[src/rtl/muldiv_ctrl.sv]
// muldiv_ctrl: multi-cycle HI/LO multiply/accumulate and restoring-divide sequencer
module muldiv_ctrl #(
  parameter int WIDTH   = 32,
  parameter int MUL_LAT = 1
) (
  input  logic             clk,
  input  logic             rst,
  input  logic             flush,
  input  logic             hold,
  input  logic             start,
  input  logic [2:0]       op,
  input  logic [WIDTH-1:0] src_a,
  input  logic [WIDTH-1:0] src_b,
  input  logic [WIDTH-1:0] hi_in,
  input  logic [WIDTH-1:0] lo_in,
  output logic             stall,
  output logic             busy,
  output logic             result_valid,
  output logic [WIDTH-1:0] hi_out,
  output logic [WIDTH-1:0] lo_out
);
  localparam int CW = $clog2(WIDTH);
  typedef enum logic [1:0] {IDLE, MUL, DIV, DONE} state_t;
  state_t state, nxt;
  logic [2:0] op_r;
  logic [WIDTH-1:0] ra, rb, rh, rl, abs_a, abs_b, qn, rn;
  logic [CW-1:0] cnt;
  logic qneg, rneg, is_div, sgn_in, sx, go, last_mul, last_div;
  logic [2*WIDTH-1:0] prod, acc;
  logic [WIDTH:0] rs, diff;
  assign is_div   = ~op[2] & op[1];
  assign sgn_in   = ~op[0];
  assign go       = state == IDLE & start & ~flush;
  assign abs_a    = (sgn_in & src_a[WIDTH-1]) ? -src_a : src_a;
  assign abs_b    = (sgn_in & src_b[WIDTH-1]) ? -src_b : src_b;
  assign last_mul = cnt == CW'(MUL_LAT - 1);
  assign last_div = cnt == CW'(WIDTH - 1);
  assign sx       = ~op_r[0];
  assign prod     = {{WIDTH{sx & ra[WIDTH-1]}}, ra} * {{WIDTH{sx & rb[WIDTH-1]}}, rb};
  assign acc      = ~op_r[2] ? prod : op_r[1] ? {rh, rl} - prod : {rh, rl} + prod;
  // restoring step: rh holds the partial remainder, ra shifts dividend out and quotient in
  assign rs       = {rh, ra[WIDTH-1]};
  assign diff     = rs - {1'b0, rb};
  assign qn       = {ra[WIDTH-2:0], ~diff[WIDTH]};
  assign rn       = diff[WIDTH] ? rs[WIDTH-1:0] : diff[WIDTH-1:0];
  assign result_valid = state == DONE;
  always_comb begin
    nxt   = state;
    stall = ~flush & ((state == IDLE & start) | state == MUL | state == DIV);
    busy  = state != IDLE;
    if (flush) nxt = IDLE;
    else
      unique case (state)
        IDLE: if (start) nxt = is_div ? (~|src_b ? DONE : DIV) : MUL;
        MUL:  if (last_mul) nxt = DONE;
        DIV:  if (last_div) nxt = DONE;
        DONE: if (!hold) nxt = IDLE;
        default: nxt = IDLE;
      endcase
  end
  always_ff @(posedge clk)
    if (rst) state <= IDLE;
    else state <= nxt;
  always_ff @(posedge clk) begin
    if (rst) begin
      op_r   <= '0;
      ra     <= '0;
      rb     <= '0;
      rh     <= '0;
      rl     <= '0;
      qneg   <= 1'b0;
      rneg   <= 1'b0;
      cnt    <= '0;
      hi_out <= '0;
      lo_out <= '0;
    end else if (go) begin
      op_r <= op;
      cnt  <= '0;
      ra   <= is_div ? abs_a : src_a;
      rb   <= is_div ? abs_b : src_b;
      rh   <= is_div ? '0 : hi_in;
      rl   <= lo_in;
      qneg <= sgn_in & (src_a[WIDTH-1] ^ src_b[WIDTH-1]);
      rneg <= sgn_in & src_a[WIDTH-1];
      if (is_div & ~|src_b) begin
        hi_out <= src_a;
        lo_out <= '1;
      end
    end else if (~flush & (state == MUL | state == DIV)) begin
      cnt <= cnt + 1'b1;
      if (state == DIV) begin
        ra <= qn;
        rh <= rn;
      end
      if (state == MUL & last_mul) {hi_out, lo_out} <= acc;
      if (state == DIV & last_div) begin
        hi_out <= rneg ? -rn : rn;
        lo_out <= qneg ? -qn : qn;
      end
    end
  end
endmodule

[config.mk]
export PLATFORM = sky130hd
export DESIGN_NAME = muldiv_ctrl
export DESIGN_NICKNAME = d
export VERILOG_FILES = /design/src/rtl/muldiv_ctrl.sv
export SDC_FILE = /design/constraint.sdc
export NUM_CORES = 2
export LEC_CHECK = 0
export CORE_ASPECT_RATIO = 0.8
export CORE_MARGIN = 4
export CORE_UTILIZATION = 60
export DETAILED_ROUTE_END_ITERATION = 12
export DONT_BUFFER_PORTS = 1
export GPL_ROUTABILITY_DRIVEN = 0
export PLACE_DENSITY = 0.87
export SYNTH_ARGS = -nofsm -noshare
export SYNTH_HDL_FRONTEND = slang
export SYNTH_SLANG_ARGS = --single-unit
[constraint.sdc]
create_clock -name clk -period 26.5 [get_ports clk]
set_input_delay 3.975 -clock clk [delete_from_list [all_inputs] [get_ports clk]]
set_output_delay 3.975 -clock clk [all_outputs]
set_load 0.02 [all_outputs]
# Word level (Yosys, flattened, before mapping)
# Index checks and enable logic that the tools add are counted.
# op_classes
addsub,8
mul,1
muxes,33
n_eq_ne,9
reduce_logical,13
bitwise_logic,22
# op_table
operator,count
32-bit two-way mux,24
64-bit two-way mux,2
32-bit negation,4
64-bit adder,1
33-bit by 33-bit multiplier with 64-bit output,1
64-bit subtractor,1
33-bit by 32-bit subtractor with 33-bit output,1
32-bit OR reduction,1
1-bit bitwise AND,13
2-bit two-way mux,5
2-bit != test (second input constant),4
2-bit one-hot mux with 4 select lines,1
2-bit nonzero test,3
5-bit by 1-bit adder with 5-bit output (second input constant),1
5-bit == test (second input constant),1
5-bit logical NOT,1
1-bit inverter,5
2-bit == test (second input constant),2
4-bit AND reduction,1
2-bit OR reduction,2
1-bit bitwise OR,3
3-bit AND reduction,1
3-bit nonzero test,1
2-bit by 1-bit == test with 1-bit output (second input constant),1
6 further kinds,6
# totals
reg_bits,204
word_cells,97
inputBits,136

# Longest topological paths before layout
# depth
word_depth,10
ltp_mapped,46
ltp_nobuf,44

# Worst setup path before layout
# OpenSTA, ideal clock, no wires.
# synth_path
kind,register to register
startpoint,register ra[31]
endpoint,register hi_out[31]
path_slack_ps,15588
n_path_buf,2
synth_period_minus_slack_ps,10912
stages_incl_launch_ff,42
arrival_time_ps,10848
cell_sequence,dfxtp_1 -> inv_1 -> buf_1 -> nor3_1 -> fa_1 -> fa_1 -> fa_1 -> inv_1 -> fa_1 -> inv_1 -> fa_1 -> fa_1 -> inv_1 -> fa_1 -> fa_1 -> inv_1 -> ha_1 -> clkbuf_1 -> (+6 left out) -> nor4_1 -> or4b_4 -> nor2_1 -> a21oi_1 -> xor2_1 -> ha_1 -> a21o_1 -> a21o_1 -> a21o_1 -> nand2_1 -> a21oi_1 -> a2111oi_0 -> nor2_1 -> a31oi_1 -> xnor3_1 -> a311o_1 -> a21o_1 -> nand4_1
# synth_between
elab_chain_len,9
elab_cells_between_ends,14
classes_between,add/sub (4); mul (1); mux (8); bitwise (1)
# synth_lines
item,line,rtl
from (decl),26,"logic [WIDTH-1:0] ra, rb, rh, rl, abs_a, abs_b, qn, rn;"
from (signal assigned),79,ra <= is_div ? abs_a : src_a;
from (signal assigned),92,ra <= qn;
1-bit bitwise AND,39,"assign prod = {{WIDTH{sx & ra[WIDTH-1]}}, ra} * {{WIDTH{sx & rb[WIDTH-1]}}, rb};"
33-bit by 33-bit multiplier with 64-bit output,39,
64-bit adder / 64-bit subtractor (equally long branches),40,"assign acc = ~op_r[2] ? prod : op_r[1] ? {rh, rl} - prod : {rh, rl} + prod;"
64-bit two-way mux (2 in a row),40,
32-bit two-way mux,95,"if (state == MUL & last_mul) {hi_out, lo_out} <= acc;"
32-bit two-way mux *,96,if (state == DIV & last_div) begin
32-bit two-way mux *,89,end else if (~flush & (state == MUL | state == DIV)) begin
32-bit two-way mux *,76,end else if (go) begin
to (signal assigned),86,hi_out <= src_a;
to (signal assigned),97,hi_out <= rneg ? -rn : rn;
to (decl),19,"output logic [WIDTH-1:0] hi_out,"
# Every way passes the cells marked *; elsewhere a longest branch is shown, timed or not. The select of a mux whose other input is x is not followed.
# A chain may end at the register's enable or synchronous reset.

# Worst setup path after layout
# layout_path
startpoint,register op_r[0]
endpoint,register hi_out[31]
# layout_between
elab_chain_len,10
elab_cells_between_ends,12
classes_between,add/sub (2); mul (1); mux (6); bitwise (3)
# layout_lines
item,line,rtl
from (decl),25,logic [2:0] op_r;
from (signal assigned),77,op_r <= op;
1-bit inverter *,38,assign sx = ~op_r[0];
1-bit bitwise AND,39,
33-bit by 33-bit multiplier with 64-bit output *,39,
64-bit adder / 64-bit subtractor (equally long branches),40,
64-bit two-way mux,40,
64-bit two-way mux *,40,
32-bit two-way mux *,95,
32-bit two-way mux *,96,
32-bit two-way mux *,89,
32-bit two-way mux *,76,
# Marked as above.

==> reports/metrics.cfg <==
[status]
status = finished with violations
violations = DRC

[synth]
yosysUniqueCellTypes = 97
synth_area_per_cell_um2 = 8.20
synth.largest_area_cell = fa_1
netlist.area_leader.share_pct = 38.8
ys_seq_elements = 204
yosys-top-cells-area = fa_1 39%, inv_1 7.7%, dfxtp_1 7.0%, ha_1 6.9%, nand2_1 6.5%
yosys_most_used_dff = dfxtp_1
syn_inst = 7097
synth-async-reset-ratio_pct = 0
yosysMostFrequentCell = inv_1
synth_fp_nets = 8681
yosysSeqAreaShare_pct = 7.02
synth_warnings = 0
synth.cell_area_um2 = 58200
synth_edf_count = 0
ys_top_cells_by_count = 1187 x inv_1, 1127 x fa_1, 1007 x nand2_1

[floorplan]
die-height_um = 287
ios = 203
rows = 101
core_um2 = 95500
die_w_um = 356
die_area_um2 = 102000
start_util_pct = 60.9

[drt]
drtPass1Iterations = 13
avgViaCountPerCell = 6.52
drtAntennaViolNets = 0
routed_wl_mm = 192
drtIter0Drc = 8013
wl_per_cell_um = 23.7
drcViolationCount = 3
via_count = 52700

[pwr]
swShare_pct = 56.6
powerDensity_nw_per_um2 = 54.5
clock_power_share_pct = 10.9
p_comb_share_pct = 78.1
internal_power_mw = 1.41
power_switching_mw = 1.84
vdd_ir_drop_max_uv = 80.7
sequentialPowerShare_pct = 11.1
power.static_leakage_nw = 26.5
power_mw = 3.25

[flow_run]
max_cap_violations = 0

[global_route]
antenna_found_initial = 12
grt_remaining_overflow = 0
grt_usage_pct = 37.3
grt_pass1_vias = 53800
grt_start_max_net_pins = 205
grt_pass1_wl_mm = 298

[worst_setup_path]
cpMaxStageDelayCell = nor2_1
cp.arrival_ns = 14.35
reg2regPathDepth = 41
r2r-end = hi_out[31]
crit_type = reg -> reg
cp.required_ns = 27.02
crit_top_cell = fa_1
slowest_delay_ns = 0.97
crit_path_start = op_r[0]
critPathLaunchType = flip-flop
worst-path-max-fanout = 24
regToRegStartpoint = op_r[0]
r2r_setup_slack_ns = 12.67
cp-end-kind = flip-flop

[clock_tree]
cts_hold_buf = 0
clkLatencyLatePin_ns = 0.61
cts_tree = yes
cts_max_path_buffers = 3
postCtsSetupBuffers = 0
cts_resized = 0
cts_buffers = 22
cts_root_buffer = clkbuf_16
cts_htree_levels = 1
clock-sinks = 204
clk_pin_slew_ns = 0.08

[sta]
fmax_ghz = 0.0723
worstMarginPinSlew_ns = 1.34
clock-skew-final_ns = 0.0488
hold_viol = 0
finalMaxSlewViolations = 0
tns_ns = 0
relSlewSlack_pct = 9.73
fin_crit_ns = 13.83
post-route-period-util_pct = 52.2
rsz0062_at_grt = no
setup-violations-final = 0

[finish]
drive_above_1_share_pct = 3.14
syn_to_final_growth_pct = 2.51
num-nets-final = 8358

[min_path]
hold_end = rl[0]
hp-start = rl[0]
holdPathStages = 2
hp-class = reg -> reg

[placed_design]
dp_hpwl_mm = 152
port-buffer-count = 0

layout by cell type, fill, tap and decap left out, types with 180 or more instances in the layout:
master   Yosys  layout
and2_1     343     343
ha_1       321     321
fa_1      1127    1127
dfxtp_1    204     199
o21ai_0    217     217
nor2_1     428     425
inv_1     1187    1187
xnor2_1    180     180
a21oi_1    364     363
nand2_1   1007    1006
cells by family (layout without fill, tap and decap cells):
family | count (synthesis) | after routing | synth area share [%]
simple gates | 2303 | 2303 | 18.5
buf+inv | 1629 | 1322 | 10.6
fa+ha+maj | 1448 | 1448 | 45.7
compound gates | 1144 | 1144 | 12.6
xor+xnor | 303 | 303 | 4.58
flops | 204 | 204 | 7.02
mux | 66 | 66 | 1.14
other cells | 0 | 4 | 0
cell type report:
type | instances | area [µm²]
antenna | 4 | 10.0
inverter | 1188 | 4460
multi-input combinational | 5264 | 48000
tap | 1287 | 1610
clock inverter | 11 | 163
timing repair buffer | 94 | 706
sequential | 204 | 4090
clock buffer | 29 | 617
fill | 7504 | 35900
sequential cells by signal, summed over array words and instances, names as in the netlist:
signal and flops:
rb 32, lo_out 32, rh 32, ra 32, rneg 1, rl 32
qneg 1, hi_out 32, cnt 5, op_r 3, state 2
power groups by stage:
stage	Sequential, mW	Clock (mW)	Combinational [mW]
5_1_grt	0.358	0.360	2.72
3_5_place_dp	0.362	0	2.41
3_3_place_gp	0.361	0	2.33
2_1_floorplan	0.344	0	1.80
4_1_cts	0.355	0.347	2.42
6_report	0.360	0.354	2.54
worst max-delay path by stage:
| stage | end | slack, ns | cells after the start |
|---|---|---|---|
| floorplan | hi_out[31] | 15.59 | 41 |
| global placement | hi_out[31] | 13.87 | 41 |
| detailed placement | hi_out[31] | 13.37 | 41 |
| CTS | hi_out[31] | 13.23 | 41 |
| global route | hi_out[31] | 12.25 | 41 |
| finish | hi_out[31] | 12.67 | 41 |
critical path, delay by kind of cell, from the launching register on:
| family | cells | cell delay, ns |
|---|---|---|
| AOI/OAI and AO/OA | 10 | 2.54 |
| buffers and inverters | 6 | 0.88 |
| and+or+nand+nor | 12 | 3.99 |
| DFF | 1 | 0.31 |
| xor gates and xnor gates | 3 | 0.83 |
| adders and majority gates | 10 | 5.20 |
routing by layer:
layer | part of all wire (%) | GRT usage, % | vias to the layer above | wire [µm]
met4 | 8.5 | 23.5 | 22 | 16300
met2 | 41 | 54.4 | 4385 | 79300
li1 | - | - | 21800 | -
met1 | 33 | 46.3 | 25200 | 64100
met5 | 0.15 | 1.19 | - | 297
met3 | 17 | 14.8 | 1241 | 31700
stage by stage:
stage / hold WS [ns] / cell area, µm² / utilization (%) / std cells / setup WS, ns
2_1_floorplan: 0.436 / 58200 / - / 7097 / 15.59
3_3_place_gp: 0.447 / 58900 / 61.6 / 8037 / 13.87
3_5_place_dp: 0.443 / 58900 / 61.6 / 8037 / 13.37
4_1_cts: 0.453 / 59700 / 62.4 / 8077 / 13.23
5_1_grt: 0.467 / 59700 / 62.4 / 8078 / 12.25
6_report: 0.458 / 59700 / 62.5 / 8081 / 12.67
No activity file was read; power rests on OpenSTA's default activity.
